**src/rtl/router_pkg.sv**
```systemverilog
// router_pkg: shared defaults, tagged-entry type and header length helper for the router FIFO
package router_pkg;
    localparam int DATA_W_DEF   = 8;
    localparam int DEPTH_DEF    = 16;
    localparam int LEN_LSB_DEF  = 2;
    localparam int AFULL_TH_DEF = 14;

    typedef struct packed {
        logic                  hdr;
        logic [DATA_W_DEF-1:0] data;
    } entry_t;

    function automatic logic [DATA_W_DEF-LEN_LSB_DEF-1:0] hdr_len(input logic [DATA_W_DEF-1:0] d);
        return d[DATA_W_DEF-1:LEN_LSB_DEF];
    endfunction
endpackage

```
**src/rtl/router_pkt_fifo_if.sv**
```systemverilog
// router_pkt_fifo_if: write/read handshake and status bundle of the packet FIFO
interface router_pkt_fifo_if #(
    parameter int DATA_W = router_pkg::DATA_W_DEF,
    parameter int DEPTH  = router_pkg::DEPTH_DEF
);
    localparam int CW = $clog2(DEPTH) + 1;
    logic              wr_en;
    logic              lfd_state;
    logic [DATA_W-1:0] data_in;
    logic              rd_en;
    logic [DATA_W-1:0] data_out;
    logic              empty;
    logic              full;
    logic              almost_full;
    logic [CW-1:0]     count;
    logic              pkt_busy;
    logic              pkt_end;
    logic              pkt_err;

    modport master (
        output wr_en, lfd_state, data_in, rd_en,
        input  data_out, empty, full, almost_full, count, pkt_busy, pkt_end, pkt_err
    );
    modport slave (
        input  wr_en, lfd_state, data_in, rd_en,
        output data_out, empty, full, almost_full, count, pkt_busy, pkt_end, pkt_err
    );
endinterface

```
**src/rtl/router_fifo_mem.sv**
```systemverilog
// router_fifo_mem: tagged-entry storage with one write port, a registered data read and a header look-ahead
module router_fifo_mem
    import router_pkg::*;
#(
    parameter int DATA_W  = DATA_W_DEF,
    parameter int DEPTH   = DEPTH_DEF,
    parameter int LEN_LSB = LEN_LSB_DEF
) (
    input  logic                       clk,
    input  logic                       resetn,
    input  logic                       clr,
    input  logic                       we,
    input  logic [$clog2(DEPTH)-1:0]   waddr,
    input  logic [DATA_W:0]            wdata,
    input  logic                       re,
    input  logic [$clog2(DEPTH)-1:0]   raddr,
    output logic [DATA_W:LEN_LSB]      head,
    output logic [DATA_W-1:0]          rdata
);
    logic [DATA_W:0] mem [DEPTH];

    // storage array, no reset needed since occupancy guards every read
    always_ff @(posedge clk) begin
        if (we) mem[waddr] <= wdata;
    end

    // registered read data, cleared together with the FIFO state
    always_ff @(posedge clk or negedge resetn) begin
        if (!resetn) rdata <= '0;
        else if (clr) rdata <= '0;
        else if (re) rdata <= mem[raddr][DATA_W-1:0];
    end

    // tag and length field of the entry about to be read
    assign head = mem[raddr][DATA_W:LEN_LSB];
endmodule

```
**src/rtl/router_pkt_fifo.sv**
```systemverilog
// router_pkt_fifo: packet-aware synchronous FIFO with occupancy flags and packet framing checks
module router_pkt_fifo
    import router_pkg::*;
#(
    parameter int DATA_W   = DATA_W_DEF,
    parameter int DEPTH    = DEPTH_DEF,
    parameter int LEN_LSB  = LEN_LSB_DEF,
    parameter int AFULL_TH = AFULL_TH_DEF
) (
    input  logic             clk,
    input  logic             resetn,
    input  logic             soft_reset,
    router_pkt_fifo_if.slave bus
);
    localparam int AW = $clog2(DEPTH);
    localparam int CW = AW + 1;
    localparam int LW = DATA_W - LEN_LSB;
    localparam int RW = (LW + 1 > 7) ? LW + 1 : 7;

    logic [AW-1:0]        wr_ptr;
    logic [AW-1:0]        rd_ptr;
    logic [CW-1:0]        cnt;
    logic [RW-1:0]        rem_cnt;
    logic                 pkt_end_q;
    logic                 pkt_err_q;
    logic                 empty_c;
    logic                 full_c;
    logic                 do_wr;
    logic                 do_rd;
    logic [DATA_W:LEN_LSB] head;
    logic [DATA_W-1:0]    rdata;

    assign empty_c = cnt == '0;
    assign full_c  = cnt == CW'(DEPTH);
    assign do_wr   = bus.wr_en && !full_c && !soft_reset;
    assign do_rd   = bus.rd_en && !empty_c && !soft_reset;

    router_fifo_mem #(.DATA_W(DATA_W), .DEPTH(DEPTH), .LEN_LSB(LEN_LSB)) u_mem (
        .clk   (clk),
        .resetn(resetn),
        .clr   (soft_reset),
        .we    (do_wr),
        .waddr (wr_ptr),
        .wdata ({bus.lfd_state, bus.data_in}),
        .re    (do_rd),
        .raddr (rd_ptr),
        .head  (head),
        .rdata (rdata)
    );

    // pointers wrap naturally; occupancy is tracked explicitly so full and empty never alias
    always_ff @(posedge clk or negedge resetn) begin
        if (!resetn) begin
            wr_ptr <= '0;
            rd_ptr <= '0;
            cnt    <= '0;
        end else if (soft_reset) begin
            wr_ptr <= '0;
            rd_ptr <= '0;
            cnt    <= '0;
        end else begin
            if (do_wr) wr_ptr <= wr_ptr + 1'b1;
            if (do_rd) rd_ptr <= rd_ptr + 1'b1;
            cnt <= cnt + CW'(do_wr) - CW'(do_rd);
        end
    end

    // packet framing: headers load payload+parity, bytes count down, misframed bytes latch the error
    always_ff @(posedge clk or negedge resetn) begin
        if (!resetn) begin
            rem_cnt   <= '0;
            pkt_end_q <= 1'b0;
            pkt_err_q <= 1'b0;
        end else if (soft_reset) begin
            rem_cnt   <= '0;
            pkt_end_q <= 1'b0;
            pkt_err_q <= 1'b0;
        end else begin
            pkt_end_q <= do_rd && !head[DATA_W] && rem_cnt == RW'(1);
            if (do_rd) begin
                if (head[DATA_W]) rem_cnt <= RW'(head[DATA_W-1:LEN_LSB]) + RW'(1);
                else if (rem_cnt != '0) rem_cnt <= rem_cnt - RW'(1);
                if (head[DATA_W] ? rem_cnt != '0 : rem_cnt == '0) pkt_err_q <= 1'b1;
            end
        end
    end

    assign bus.data_out    = rdata;
    assign bus.empty       = empty_c;
    assign bus.full        = full_c;
    assign bus.almost_full = cnt >= CW'(AFULL_TH);
    assign bus.count       = cnt;
    assign bus.pkt_busy    = rem_cnt != '0;
    assign bus.pkt_end     = pkt_end_q;
    assign bus.pkt_err     = pkt_err_q;
endmodule

```
**src/flat_wrapper.sv**
```systemverilog
// flat-port wrapper written by rule: the top's interface ports become plain ports
module router_pkt_fifo_flat import router_pkg::*;
#(
    parameter int DATA_W   = DATA_W_DEF,
    parameter int DEPTH    = DEPTH_DEF,
    parameter int LEN_LSB  = LEN_LSB_DEF,
    parameter int AFULL_TH = AFULL_TH_DEF
)
  (clk, resetn, soft_reset, bus_wr_en, bus_lfd_state, bus_data_in, bus_rd_en, bus_data_out, bus_empty, bus_full, bus_almost_full, bus_count, bus_pkt_busy, bus_pkt_end, bus_pkt_err);
  router_pkt_fifo_if #(.DATA_W(DATA_W), .DEPTH(DEPTH)) bus_i ();
  input  logic clk;
  input  logic resetn;
  input  logic soft_reset;
  input wire logic [$bits(bus_i.wr_en)-1:0] bus_wr_en;
  input wire logic [$bits(bus_i.lfd_state)-1:0] bus_lfd_state;
  input wire logic [$bits(bus_i.data_in)-1:0] bus_data_in;
  input wire logic [$bits(bus_i.rd_en)-1:0] bus_rd_en;
  output wire logic [$bits(bus_i.data_out)-1:0] bus_data_out;
  output wire logic [$bits(bus_i.empty)-1:0] bus_empty;
  output wire logic [$bits(bus_i.full)-1:0] bus_full;
  output wire logic [$bits(bus_i.almost_full)-1:0] bus_almost_full;
  output wire logic [$bits(bus_i.count)-1:0] bus_count;
  output wire logic [$bits(bus_i.pkt_busy)-1:0] bus_pkt_busy;
  output wire logic [$bits(bus_i.pkt_end)-1:0] bus_pkt_end;
  output wire logic [$bits(bus_i.pkt_err)-1:0] bus_pkt_err;
  assign bus_i.wr_en = bus_wr_en;
  assign bus_i.lfd_state = bus_lfd_state;
  assign bus_i.data_in = bus_data_in;
  assign bus_i.rd_en = bus_rd_en;
  assign bus_data_out = bus_i.data_out;
  assign bus_empty = bus_i.empty;
  assign bus_full = bus_i.full;
  assign bus_almost_full = bus_i.almost_full;
  assign bus_count = bus_i.count;
  assign bus_pkt_busy = bus_i.pkt_busy;
  assign bus_pkt_end = bus_i.pkt_end;
  assign bus_pkt_err = bus_i.pkt_err;
  router_pkt_fifo #(.DATA_W(DATA_W), .DEPTH(DEPTH), .LEN_LSB(LEN_LSB), .AFULL_TH(AFULL_TH)) u_core (.clk(clk), .resetn(resetn), .soft_reset(soft_reset), .bus(bus_i));
endmodule
```
**config.mk**
```make
export PLATFORM = sky130hd
export DESIGN_NAME = router_pkt_fifo_flat
export DESIGN_NICKNAME = d
export VERILOG_FILES = /design/src/rtl/router_pkg.sv /design/src/rtl/router_pkt_fifo_if.sv /design/src/rtl/router_fifo_mem.sv /design/src/rtl/router_pkt_fifo.sv /design/src/flat_wrapper.sv
export SDC_FILE = /design/constraint.sdc
export NUM_CORES = 1
export LEC_CHECK = 0
export CAP_MARGIN = 5
export CELL_PAD_IN_SITES_DETAIL_PLACEMENT = 1
export CELL_PAD_IN_SITES_GLOBAL_PLACEMENT = 1
export CORE_UTILIZATION = 38
export DETAILED_ROUTE_END_ITERATION = 8
export GPL_TIMING_DRIVEN = 0
export PLACE_DENSITY_LB_ADDON = 0.08
export SKIP_CTS_REPAIR_TIMING = 1
export SLEW_MARGIN = 20
export SYNTH_ARGS = -nofsm -noshare
export SYNTH_HDL_FRONTEND = slang
export SYNTH_SLANG_ARGS = --single-unit
export TNS_END_PERCENT = 10
```
**constraint.sdc**
```tcl
create_clock -name clk -period 8.7 [get_ports clk]
set_clock_uncertainty 0.1 [all_clocks]
set_input_delay 1.74 -clock clk [delete_from_list [all_inputs] [get_ports clk]]
set_output_delay 1.74 -clock clk [all_outputs]
set_load 0.03 [all_outputs]
```
==> PnR_summary.wiki, run 1 <==
{| class="wikitable"
! Metric !! Value
|-
| Final Hold Violating Endpoints || 0
|-
| Launching point of the worst reg2reg path || u_core.bus.count[2]$_DFF_PN0_
|-
| Maxcap violations || 0
|-
| Worst Tran Pin Value || between 1 and 1.5 ns
|-
| Wire length reported by the detailed router || between 15000 and 20000 um
|-
| Total negative slack for setup checks || 0 ns
|-
| Die height || 141.4 um
|-
| Combinational Power Share || 0.319
|-
| Adder-cell share of the synthesized area || 0.03150
|-
| Type of the worst setup path || flip-flop to primary output
|-
| Wire length of the first global-routing pass || 26770 um
|-
| Via count of the routed design || between 3000 and 4000
|-
| Area used by multi-input combinational logic || about 2200 um^2
|-
| Number of distinct standard cells referenced by the synthesized netlist || 43
|-
| Unrepaired setup endpoints after global routing || no
|-
| Share of synthesized area occupied by flip-flops and latches || 0.6870
|-
| Floorplan Core Area || approximately 19000 um^2
|-
| Peak Freq || between 200 and 250 MHz
|-
| Cell Rows || 50
|-
| Number of buffers created by CTS || 17
|-
| Synth Area in Compound Gates || 0.03574
|-
| Area growth from synthesis to layout || 17.84%
|-
| Largest net degree at the start of global routing || 24
|-
| Largest fanout on the critical path || 9
|-
| DRC violation total after the first TritonRoute iteration || approximately 170
|-
| Post-synth top flop || sky130_fd_sc_hd__edfxtp_1
|-
| Min Tclk post-route || 4.489 ns
|-
| Top library cells by usage in the layout, fill and taps aside || sky130_fd_sc_hd__edfxtp_1, sky130_fd_sc_hd__nand2_1, sky130_fd_sc_hd__mux4_2
|-
| Fill cell count || 1854
|-
| Fraction of layout cells with a size suffix above 1 || 0.2172
|-
| Arr. time, crit path || between 2 and 3 ns
|-
| Router iterations before antenna repair || 4
|-
| All-Layer GR Usage || 0.1888
|-
| Die footprint || approximately 20000 um^2
|-
| IO Pins || 33
|-
| Post-Synth Simple-Gate Area || 0.07351
|-
| Starting Density || 0.3910
|-
| CTS tree || yes
|-
| Count of buffers inserted at the top-level ports || 32
|-
| Number of sinks driven by the clock tree || between 150 and 200
|-
| Worst min-delay path startpoint || u_core.bus.pkt_err$_DFFE_PN0P_
|-
| Post-route DRC || 0
|-
| Post-synthesis async set-or-reset flop share || 0.1724
|-
| Sequential share of power || 0.388
|-
| Count of antenna diodes in the layout || 0
|-
| Share of the synthesized netlist area taken by xor and xnor gates || 0.01643
|-
| Netlist area before placement || approximately 7400 um^2
|-
| Estimated wirelength of the detail-placed design || about 11000 um
|-
| Path category of the worst min-delay check || flip-flop to flip-flop
|-
| Width of the die || 141.4 um
|-
| Via/cell ratio || 5.163
|-
| Synthesized netlist cell count || 442
|-
| Peak supply drop || 0.1364 mV
|-
| Number of global-route vias before repair || between 4000 and 5000
|-
| Leakage power total || just under 0.003 uW
|-
| Clk pin slew, worst setup/hold paths || about 0.07 ns
|-
| Area occupied by registers || 5075 um^2
|-
| Relative contribution of the clock network to total power || 0.293
|-
| Power per unit of standard cell area || 295.3 nW/um^2
|-
| Yosys Warn Count || 0
|-
| Crit end category || primary output
|-
| Proportion of total power due to net switching || 0.3229
|-
| Post-synth EDFFs || roughly 140
|-
| Critical path launch point || u_core.rem_cnt[0]$_DFFE_PN0P_
|-
| Clock tree buffer depth || 2
|-
| Net count after synthesis || between 400 and 500
|-
| Number of levels the H-tree was split into || 4
|-
| Max-slew violations || 0
|-
| Later-pin clock latency in the skew report || 0.43 ns
|-
| Weighted congestion at the end of routability-driven global placement || between 0.7 and 0.8
|-
| Grt total ovfl || 0
|-
| Total power || roughly 2600 uW
|-
| Switching power || 830.0 uW
|-
| Relative slew slack || 0.2727
|-
| Antenna violations before repair || 0
|-
| Multiplexer share of the synthesized area || 0.1309
|-
| Number of failing setup endpoints in the final timing report || 0
|-
| Element type at the critical path start || flip-flop
|-
| Internal power consumption || ~1700 uW
|-
| Largest family of logic cells by synthesized area || multiplexers
|-
| Status || finished clean
|-
| Per-cell routed wire length || around 22 um
|-
| Final Net Count || between 500 and 600
|-
| Most common cell after layout, fill and taps aside || sky130_fd_sc_hd__edfxtp_1
|-
| Syn avg cell area || approximately 17 um^2
|-
| Number of synthesized register bits || roughly 170
|-
| Detail Route Antenna Nets || 0
|-
| Clock tree root driver cell || sky130_fd_sc_hd__clkbuf_16
|-
| Final Cycle Share || 0.5160
|-
| Worst endpoint required time || 6.86 ns
|}
==> worst max-delay path: stages (launching register included) <==
cell                              delay (ns)
sky130_fd_sc_hd__dfrtp_1                0.43
sky130_fd_sc_hd__inv_1                  0.09
sky130_fd_sc_hd__ha_1                   0.29
sky130_fd_sc_hd__nand2b_1               0.11
sky130_fd_sc_hd__nand2b_1               0.10
sky130_fd_sc_hd__clkbuf_1               0.42
sky130_fd_sc_hd__clkdlybuf4s50_1        0.77
==> sequential cells by signal, indices dropped and copies added, names as in the netlist <==
register and flops:
u_core.bus.pkt_end 1, u_core.wr_ptr 4, u_core.bus.pkt_err 1, u_core.rem_cnt 7
u_core.rd_ptr 4, u_core.u_mem.rdata 8, u_core.u_mem.mem 144, u_core.bus.count 5
==> metrics by stage <==
step | instance area, um^2 | util | cells | worst slack [ns] | hold WS [ns]
finish | 8705 | 0.4607 | 771 | 4.211 | 0.3998
global placement | 8033 | 0.4252 | 734 | 3.653 | 0.3804
floorplan | 7387 | - | 442 | 4.800 | 0.3955
CTS | 8692 | 0.4601 | 771 | 4.174 | 0.4141
global route | 8705 | 0.4607 | 771 | 4.062 | 0.4443
detailed placement | 8120 | 0.4298 | 739 | 4.105 | 0.3990
==> per-layer routing <==
| layer | up-vias | global-route usage | routed length [um] |
|---|---|---|---|
| met5 | - | 0 | 0 |
| met4 | 0 | 0.05829 | 365 |
| met3 | 18 | 0.03679 | 613 |
| met2 | 76 | 0.3275 | 8760 |
| met1 | 2085 | 0.2397 | 7460 |
| li1 | 1802 | - | - |
==> cells by family (layout without fill, tap and decap cells) <==
kind of cell | count (synthesis) | after routing
compound gates | 39 | 39
simple gates | 118 | 118
buf+inv | 35 | 104
fa+ha+maj | 18 | 18
flops | 174 | 174
xor+xnor | 13 | 13
mux | 45 | 45
==> power groups by stage <==
| stage | clock [uW] | combinational, uW | sequential (uW) |
|---|---|---|---|
| after CTS | 768 | 838 | 998 |
| after global routing | 796 | 902 | 1010 |
| after detailed placement | 0 | 832 | 1020 |
| final | 752 | 821 | 997 |
| after floorplan | 0 | 546 | 1050 |
| after global placement | 0 | 816 | 1010 |
==> synth_stat cells (5+ instances only) <==
cell type | instances | area [um^2]
sky130_fd_sc_hd__edfxtp_1 | 144 | 4324
sky130_fd_sc_hd__nand2_1 | 41 | 153.9
sky130_fd_sc_hd__mux4_2 | 40 | 900.9
sky130_fd_sc_hd__nor2_1 | 34 | 127.6
sky130_fd_sc_hd__dfrtp_1 | 30 | 750.7
sky130_fd_sc_hd__a21oi_1 | 20 | 100.1
sky130_fd_sc_hd__ha_1 | 17 | 212.7
sky130_fd_sc_hd__nand3_1 | 14 | 70.07
sky130_fd_sc_hd__inv_1 | 13 | 48.80
sky130_fd_sc_hd__xor2_1 | 9 | 78.83
sky130_fd_sc_hd__nand2b_1 | 7 | 43.79
sky130_fd_sc_hd__clkbuf_1 | 6 | 22.52
sky130_fd_sc_hd__buf_1 | 5 | 18.77
sky130_fd_sc_hd__buf_2 | 5 | 25.02
sky130_fd_sc_hd__nor2b_1 | 5 | 31.28
sky130_fd_sc_hd__nor3_1 | 5 | 25.02
==> final cells by class <==
class | instances | area share
plain buffers | 22 | 0.01552
clock buffers | 20 | 0.05017
clock inverters | 12 | 0.01552
inverters | 13 | 0.005606
multi-input cells | 233 | 0.2500
flip-flops and latches | 174 | 0.5830
well taps | 260 | 0.03737
repair buffers | 37 | 0.04283
==> path summary, 6_finish.rpt <==
check,endpoint,slack [ns],cells after the start
worst max register to register,u_core.bus.count[4]$_DFF_PN0_,5.34,17
max in group asynchronous,u_core.rd_ptr[3]$_DFFE_PN0P_,7.04,2
worst min-delay path,u_core.bus.pkt_err$_DFFE_PN0P_,0.40,2
worst min register to register,u_core.bus.pkt_err$_DFFE_PN0P_,0.40,2
worst max-delay path,bus_pkt_busy,4.21,6
min in group asynchronous,u_core.bus.count[4]$_DFF_PN0_,1.07,1
Power figures use the tool's default switching activity.
==> inputs of run 2 (changes only) <==
Clock period 8.7 ns to 3.9 ns, I/O delays scaled along.
==> PnR_summary.wiki, run 2 (synthesis gave the netlist of run 1 again) <==
{| class="wikitable"
! Metric !! Value
|-
| Area growth from synthesis to layout || 18.09%
|-
| Launching point of the worst reg2reg path || u_core.bus.count[2]$_DFF_PN0_
|-
| Post-route worst hold slack || 0.08504 ns (-0.3147 ns)
|-
| Number of failing setup endpoints in the final timing report || 0 (unchanged)
|-
| Post-route DRC || 0 (unchanged)
|-
| Arr. time, crit path || 2.63 ns (-0.02 ns)
|-
| Min Tclk post-route || about 3.5 ns
|-
| Die footprint || 20000 um^2 (unchanged)
|-
| Count of buffers inserted at the top-level ports || 32 (unchanged)
|-
| Clk pin slew, worst setup/hold paths || 0.07 ns (about the same)
|-
| Starting Density || 0.3910 (unchanged)
|-
| Critical path capture point || bus_pkt_busy
|-
| Width of the die || 141.4 um (unchanged)
|-
| End of the worst register-to-register path || u_core.bus.count[4]$_DFF_PN0_
|-
| Final Hold Violating Endpoints || 0 (unchanged)
|-
| Number of global-route vias before repair || 4324 (-0.51%)
|-
| Number of sinks driven by the clock tree || 174 (unchanged)
|-
| Status || finished clean
|-
| Count of antenna diodes in the layout || 0 (unchanged)
|-
| Final worst-path setup slack || 0.3936 ns (-3.817 ns)
|-
| Via count of the routed design || 4022 (+1.0%)
|-
| CTS tree || yes
|-
| Power per unit of standard cell area || 666.4 nW/um^2 (+130%)
|-
| Peak Freq || ~290 MHz
|-
| All-Layer GR Usage || 0.1872 (-0.001563)
|-
| Via/cell ratio || 5.217 (+1.0%)
|-
| Later-pin clock latency in the skew report || 0.43 ns (about the same)
|-
| Area occupied by registers || 5075 um^2 (unchanged)
|-
| Element type at the critical path start || flip-flop
|-
| Setup slack on the worst flop-to-flop path || 0.57 ns (-4.77 ns)
|-
| Top Registers || u_core.u_mem.mem (144), u_core.u_mem.rdata (8), u_core.rem_cnt (7)
|-
| Type of the worst setup path || flip-flop to primary output
|-
| DRC violation total after the first TritonRoute iteration || 214 (+24%)
|-
| Relative slew slack || 0.2861 (+0.01344)
|-
| Final Util || 0.4617 (+0.0009940)
|-
| Maxcap violations || 0 (unchanged)
|-
| Max-slew violations || 0 (unchanged)
|-
| Crit end category || primary output
|-
| Router iterations before antenna repair || 6 (+2)
|-
| Grt total ovfl || 0 (unchanged)
|-
| Fill cell count || 1841 (-0.70%)
|-
| Largest register FFs || 144 (unchanged)
|-
| Number of buffers created by CTS || 17 (unchanged)
|-
| Leakage power total || 0.002973 uW (+0.73%)
|-
| Clock tree buffer depth || 2 (unchanged)
|-
| Largest net degree at the start of global routing || 26 (+8.3%)
|-
| Weighted congestion at the end of routability-driven global placement || 0.7604 (+5.2%)
|-
| Area used by multi-input combinational logic || 2175 um^2 (about the same)
|-
| Worst endpoint required time || 3.02 ns (-3.84 ns)
|-
| Wire length of the first global-routing pass || 26320 um (-1.7%)
|-
| Die height || 141.4 um (unchanged)
|-
| Largest fanout on the critical path || 9 (unchanged)
|-
| Register with the highest flop count || u_core.u_mem.mem
|-
| IO Pins || 33 (unchanged)
|-
| Per-cell routed wire length || 22.18 um (-0.56%)
|-
| Wire length reported by the detailed router || 17100 um (-0.56%)
|-
| Antenna violations before repair || 0 (unchanged)
|-
| Final Cycle Share || 0.8991
|-
| Number of levels the H-tree was split into || 4 (unchanged)
|-
| Most common cell after layout, fill and taps aside || sky130_fd_sc_hd__edfxtp_1
|-
| Cell Rows || 50 (unchanged)
|-
| Fraction of layout cells with a size suffix above 1 || 0.2172 (unchanged)
|-
| Estimated wirelength of the detail-placed design || 11330 um (-0.41%)
|-
| Critical path launch point || u_core.rem_cnt[0]$_DFFE_PN0P_
|-
| Worst Tran Pin Value || 1.067 ns (-0.02009 ns)
|-
| Clock tree root driver cell || sky130_fd_sc_hd__clkbuf_16
|-
| Final Net Count || 530 (unchanged)
|-
| Unrepaired setup endpoints after global routing || no
|-
| Path category of the worst min-delay check || input port to asynchronous set/reset pin
|-
| Peak supply drop || 0.3195 mV (+130%)
|-
| Floorplan Core Area || 18890 um^2 (unchanged)
|-
| Number of cells on the worst reg-to-reg path || 17 (unchanged)
|-
| Pre-CTS setup slack || 0.2541 ns (-3.851 ns)
|-
| Top library cells by usage in the layout, fill and taps aside || sky130_fd_sc_hd__edfxtp_1, sky130_fd_sc_hd__nand2_1, sky130_fd_sc_hd__mux4_2
|-
| Detail Route Antenna Nets || 0 (unchanged)
|}
## run 2: where the power goes
group / internal, uW / total (uW) / leakage [uW] / switching (uW)
Sequential: 2130 / 2230 / 0.00170 / 102
Combinational: 809 / 1830 / 0.000976 / 1020
Clock: 975 / 1750 / 0.000295 / 778
## run 2: per-layer routing
layer,track usage,part of all wire
met1,0.2381,0.44
met2,0.3210,0.51
met3,0.04252,0.037
met4,0.05490,0.012
met5,0,0
## run 2: cell type report
cell class                      count  area share
Buffer                             22     0.01549
Sequential cell                   174      0.5818
Clock buffer                       19     0.04963
Tap cell                          260     0.03729
Inverter                           13    0.005594
Timing Repair Buffer               37     0.04188
Multi-Input combinational cell    233      0.2493
Clock inverter                     13     0.01908
## run 2: how the worst min path moves through the flow
stage,start,to,slack (ns),cells past startpoint
after CTS,resetn,u_core.bus.count[4]$_DFF_PN0_,0.07,1
final,resetn,u_core.bus.count[4]$_DFF_PN0_,0.09,1
after global routing,resetn,u_core.bus.count[4]$_DFF_PN0_,0.07,1
after floorplan,resetn,u_core.bus.count[0]$_DFF_PN0_,0.38,0
after global placement,u_core.bus.pkt_err$_DFFE_PN0P_,u_core.bus.pkt_err$_DFFE_PN0P_,0.38,2
after detailed placement,u_core.bus.pkt_err$_DFFE_PN0P_,u_core.bus.pkt_err$_DFFE_PN0P_,0.38,2
## run 2: stage by stage
step	cell area, um^2	total power, uW	cells	setup TNS [ns]
finish	8723	5814	771	0
floorplan	7393	3556	442	0
CTS	8723	5892	771	0
global route	8723	6107	771	0
global placement	8039	4099	734	-0.05917
detailed placement	8124	4137	739	0
## run 2: critical path: stages (launching register included)
cell and delay, ns:
sky130_fd_sc_hd__dfrtp_1 0.45, sky130_fd_sc_hd__inv_1 0.10, sky130_fd_sc_hd__ha_1 0.28, sky130_fd_sc_hd__nand2b_1 0.11
sky130_fd_sc_hd__nand2b_1 0.10, sky130_fd_sc_hd__clkbuf_1 0.39, sky130_fd_sc_hd__clkdlybuf4s50_1 0.77
==> inputs of run 3 (changes only) <==
Settings changed: CAP_MARGIN 5 to unset.
Clock period 3.9 ns to 4.3 ns, I/O delays scaled along.
==> results of run 3 <==
Same layout as run 1 (identical final DEF). Status: finished clean.
Among the figures that moved: setup slack after placement 4.105 ns -> 0.5847 ns; setup slack after layout 4.211 ns -> 0.6910 ns; hold slack 0.3998 ns -> 0.1883 ns; register-to-register setup slack 5.34 ns -> 0.94 ns; total power 2570 uW -> 5201 uW; worst IR drop on VDD 0.1364 mV -> 0.2760 mV
==> variant 1 (settings of run 3) <==
The package constant `DATA_W_DEF` goes from 8 to 6.
--- a/src/rtl/router_pkg.sv
+++ b/src/rtl/router_pkg.sv
@@ -2,3 +2,3 @@
 package router_pkg;
-    localparam int DATA_W_DEF   = 8;
+    localparam int DATA_W_DEF   = 6;
     localparam int DEPTH_DEF    = 16;
Ports: changed (resized bus_data_in and bus_data_out); port bits go from 33 to 29. The function was not compared with the original's and may differ.
==> variant 1 against run 3 <==
- synthesized area shrank 17%
- wire length shrank 20%
- total power shrank 11%
- sequential share of layout area shrank 2.6 points
- cell area shrank 16%
- global-route usage shrank 0.78 points
- sequential cell count shrank 34
- worst setup slack gained 0.16 ns
- die area shrank 17%
- core utilization is essentially flat
- largest power group unchanged
==> variant 1: results <==
[place]
globalplace.congestion = 0.705
place_inst = 631
io_buffers = 28
dp_slack_ns = 0.550
hpwl_mm = 9.18
dpl_cell_area_um2 = 6700

[final_layout]
regArea_um2 = 4060
num-fill-cells = 1547
finalNetCount = 464
n_antenna_cell = 0
drive_above_1_share_pct = 17.7
top_regs = u_core.u_mem.mem (112), u_core.rem_cnt (7), u_core.u_mem.rdata (6)

[critical_path]
reg2reg_to = u_core.bus.count[4]
path_max_fanout = 5
r2r_cells = 17
reg2reg_from = u_core.bus.count[2]
reg2reg_slack_ns = 0.94
worstPathArrival_ns = 2.49

[cts]
clkTransAtPathRegs_ns = 0.06
h-tree-depth = 4
root_buffer = clkbuf_16
ctsLongestPathBuffers = 2
clk_latency_ns = 0.43
cts_buffers = 17

[grt]
grt_pass1_wl_mm = 20.8
first_global_vias = 3501
antenna_found_initial = 0
grt_max_degree = 29
groute.usage.overall_pct = 18.1

[yosys]
syn_area_per_cell_um2 = 15.9
synth_nets = 415
ys_types = 47
synth.cells.most_frequent = 112 x edfxtp_1, 38 x nand2_1, 36 x nor2_1, 28 x dfrtp_1, 19 x mux4_2
synth_top_cells_by_area = edfxtp_1 55%, dfrtp_1 11%, mux4_2 7.0%
ys_async_sr_fraction_pct = 20.0
seq_area_frac_synth_pct = 66.4
yosys_warnings = 0
synth_edf_count = 112

[outcome]
outcome = finished clean

[worst_hold_path]
hold_path_class = input pin to async pin

[detailed_routing]
wl_per_cell_um = 20.7
first_pass_iters = 4
vias_per_cell = 5.09
vias = 3373
drtIter0Drc = 133

[power_and_ir_drop]
p_leak_nw = 2.55
vdd_drop_max_uv = 316
p_int_mw = 3.14

[sta]
slew_headroom_pct = 31.7
hold_slack_ns = 0.373
variant 1: worst max-delay path by stage:
stage	from	to	slack, ns
after floorplan	u_core.bus.count[2]	u_core.bus.count[4]	0.37
after global placement	soft_reset	u_core.bus.count[4]	0.57
after detailed placement	soft_reset	u_core.bus.count[4]	0.55
after CTS	u_core.rem_cnt[3]	bus_pkt_busy	0.83
after global routing	u_core.bus.count[2]	u_core.bus.count[4]	0.60
final	u_core.rem_cnt[3]	bus_pkt_busy	0.85
variant 1: worst max-delay path, stage by stage, from the launching register on:
cell and delay (ns):
dfrtp_1 0.42, or4_4 0.58, nor3b_4 0.35, inv_2 0.12, clkdlybuf4s50_1 0.61
variant 1: routing by layer:
layer  GRT usage, %  routed length (um)  vias up  share of wire [%]
met5              0                   0        -                  0
met4           7.82                 272        0                2.0
met3           4.03                 452       18                3.3
met2           30.8                6940       63                 51
met1           22.2                6030     1740                 44
li1               -                   -     1552                  -
variant 1: cells by family (layout without fill, tap and decap cells):
group                      Yosys count  in the layout  share of synthesized area (%)
AOI/OAI and AO/OA                   33             33                           3.64
buffers and inverters               33             95                           2.92
muxes                               36             36                           12.6
adders and majority gates           18             18                           3.80
xor gates and xnor gates            13             13                           1.86
and+or+nand+nor                    112            112                           8.77
DFF                                140            140                           66.4
variant 1: cell type report:
type / instances / share of cell area (%)
inverter: 15 / 0.771
sequential: 140 / 55.7
buffer: 18 / 1.68
clock buffer: 17 / 5.83
multi-input combinational: 212 / 26.0
tap: 216 / 3.70
timing repair buffer: 30 / 3.98
clock inverter: 15 / 2.37
variant 1: power groups by stage:
stage	Combinational (mW)	Sequential [mW]	Clock (mW)
after floorplan	1.02	1.73	0
after CTS	1.53	1.64	1.52
after global placement	1.51	1.67	0
final	1.50	1.64	1.49
after global routing	1.65	1.66	1.57
after detailed placement	1.53	1.67	0
==> variant 2 (settings of run 3) <==
Without the edit above. Make the reset (`resetn`) synchronous in 3 clocked blocks.
--- a/src/rtl/router_fifo_mem.sv
+++ b/src/rtl/router_fifo_mem.sv
@@ -27,3 +27,3 @@
     // registered read data, cleared together with the FIFO state
-    always_ff @(posedge clk or negedge resetn) begin
+    always_ff @(posedge clk) begin
         if (!resetn) rdata <= '0;
--- a/src/rtl/router_pkt_fifo.sv
+++ b/src/rtl/router_pkt_fifo.sv
@@ -51,3 +51,3 @@
     // pointers wrap naturally; occupancy is tracked explicitly so full and empty never alias
-    always_ff @(posedge clk or negedge resetn) begin
+    always_ff @(posedge clk) begin
         if (!resetn) begin
@@ -68,3 +68,3 @@
     // packet framing: headers load payload+parity, bytes count down, misframed bytes latch the error
-    always_ff @(posedge clk or negedge resetn) begin
+    always_ff @(posedge clk) begin
         if (!resetn) begin
Check against the original RTL: differs if resetn is asserted again (counterexample within 4 cycles, from zero or initial values and one cycle with resetn low); with resetn held inactive, the same outputs for 4 cycles.
==> variant 2 against run 3 <==
- critical path depth grew 4
- count of clock-buffer cells in the layout shrank 1
- highest routed layer unchanged
- global-route usage shrank 0.13 points
- synthesized area grew 0.25%
- first-iteration DRC count grew 78%
- cell area shrank 0.22%
- worst setup slack gained 0.11 ns
- largest cell class unchanged
- wire length shrank 0.42%
- sequential cell count grew 4
- critical path type is now flip-flop to flip-flop
- cell count grew 1.2%
Power is not compared: it rests on default switching activity, and its combinational part moved more than twofold at a synthesized area within 25%.
==> variant 2: results <==
[yosys]
synth.cells.most_frequent = 144 x edfxtp_1, 46 x nor2_1, 39 x mux4_2, 34 x dfxtp_1, 24 x mux2i_1
synthMuxAreaShare_pct = 15.5
synth_top_cells_by_area = edfxtp_1 58%, mux4_2 12%, dfxtp_1 9.2%
synth_fa_ha_area_share_pct = 3.31
synth_nets = 486
ys_types = 38
ys_async_sr_fraction_pct = 0

[final_layout]
drive_above_1_share_pct = 19.6
num-fill-cells = 1880
multi_input_area_um2 = 2270
clk_share_pct = 6.41

[place]
place_inst = 749
globalplace.congestion = 0.708
dp_slack_ns = 0.672

[critical_path]
slowest_stage = nor3_1
critical_path.top_delay_family = multiplexers
cpPeakStageDelay_ns = 0.83

[detailed_routing]
drtIter0Drc = 306
drt_wl_total_mm = 17.1
wl_met1_mm = 7.44
vias_per_cell = 5.13
wl_met3_um = 771
wl_met2_mm = 8.64

[grt]
grt_use_met3_pct = 3.58
grt.met1_usage_pct = 24.5
first_global_vias = 4349

[sta]
slew_headroom_pct = 25.0

[outcome]
outcome = finished clean

[cts]
numClockSinks = 178
## variant 2: cell types whose count changed in the layout (fill, tap and decap cells not counted), sizes merged, moves of 7 or more
cell,run 3,this run
dfxtp,0,34
dfrtp,30,0
nand2,41,18
mux2i,4,24
a21oi,23,7
nor2,34,46
buf,22,15
## variant 2: power by group
part           internal [mW]  leakage (nW)  switching (mW)
registers               1.89          1.57          0.0252
clock network          0.808         0.264           0.675
logic                  0.255          1.01           0.323
total                   2.96          2.84            1.02
## variant 2: final timing paths
| path | cells past startpoint | start | endpoint | slack [ns] |
|---|---|---|---|---|
| max | 10 | flip-flop | u_core.rem_cnt[3] | 0.80 |
| min | 2 | u_core.bus.pkt_err | u_core.bus.pkt_err | 0.37 |
| min reg2reg | 2 | u_core.bus.pkt_err | u_core.bus.pkt_err | 0.37 |
| max reg2reg | 10 | flip-flop | u_core.rem_cnt[3] | 0.80 |
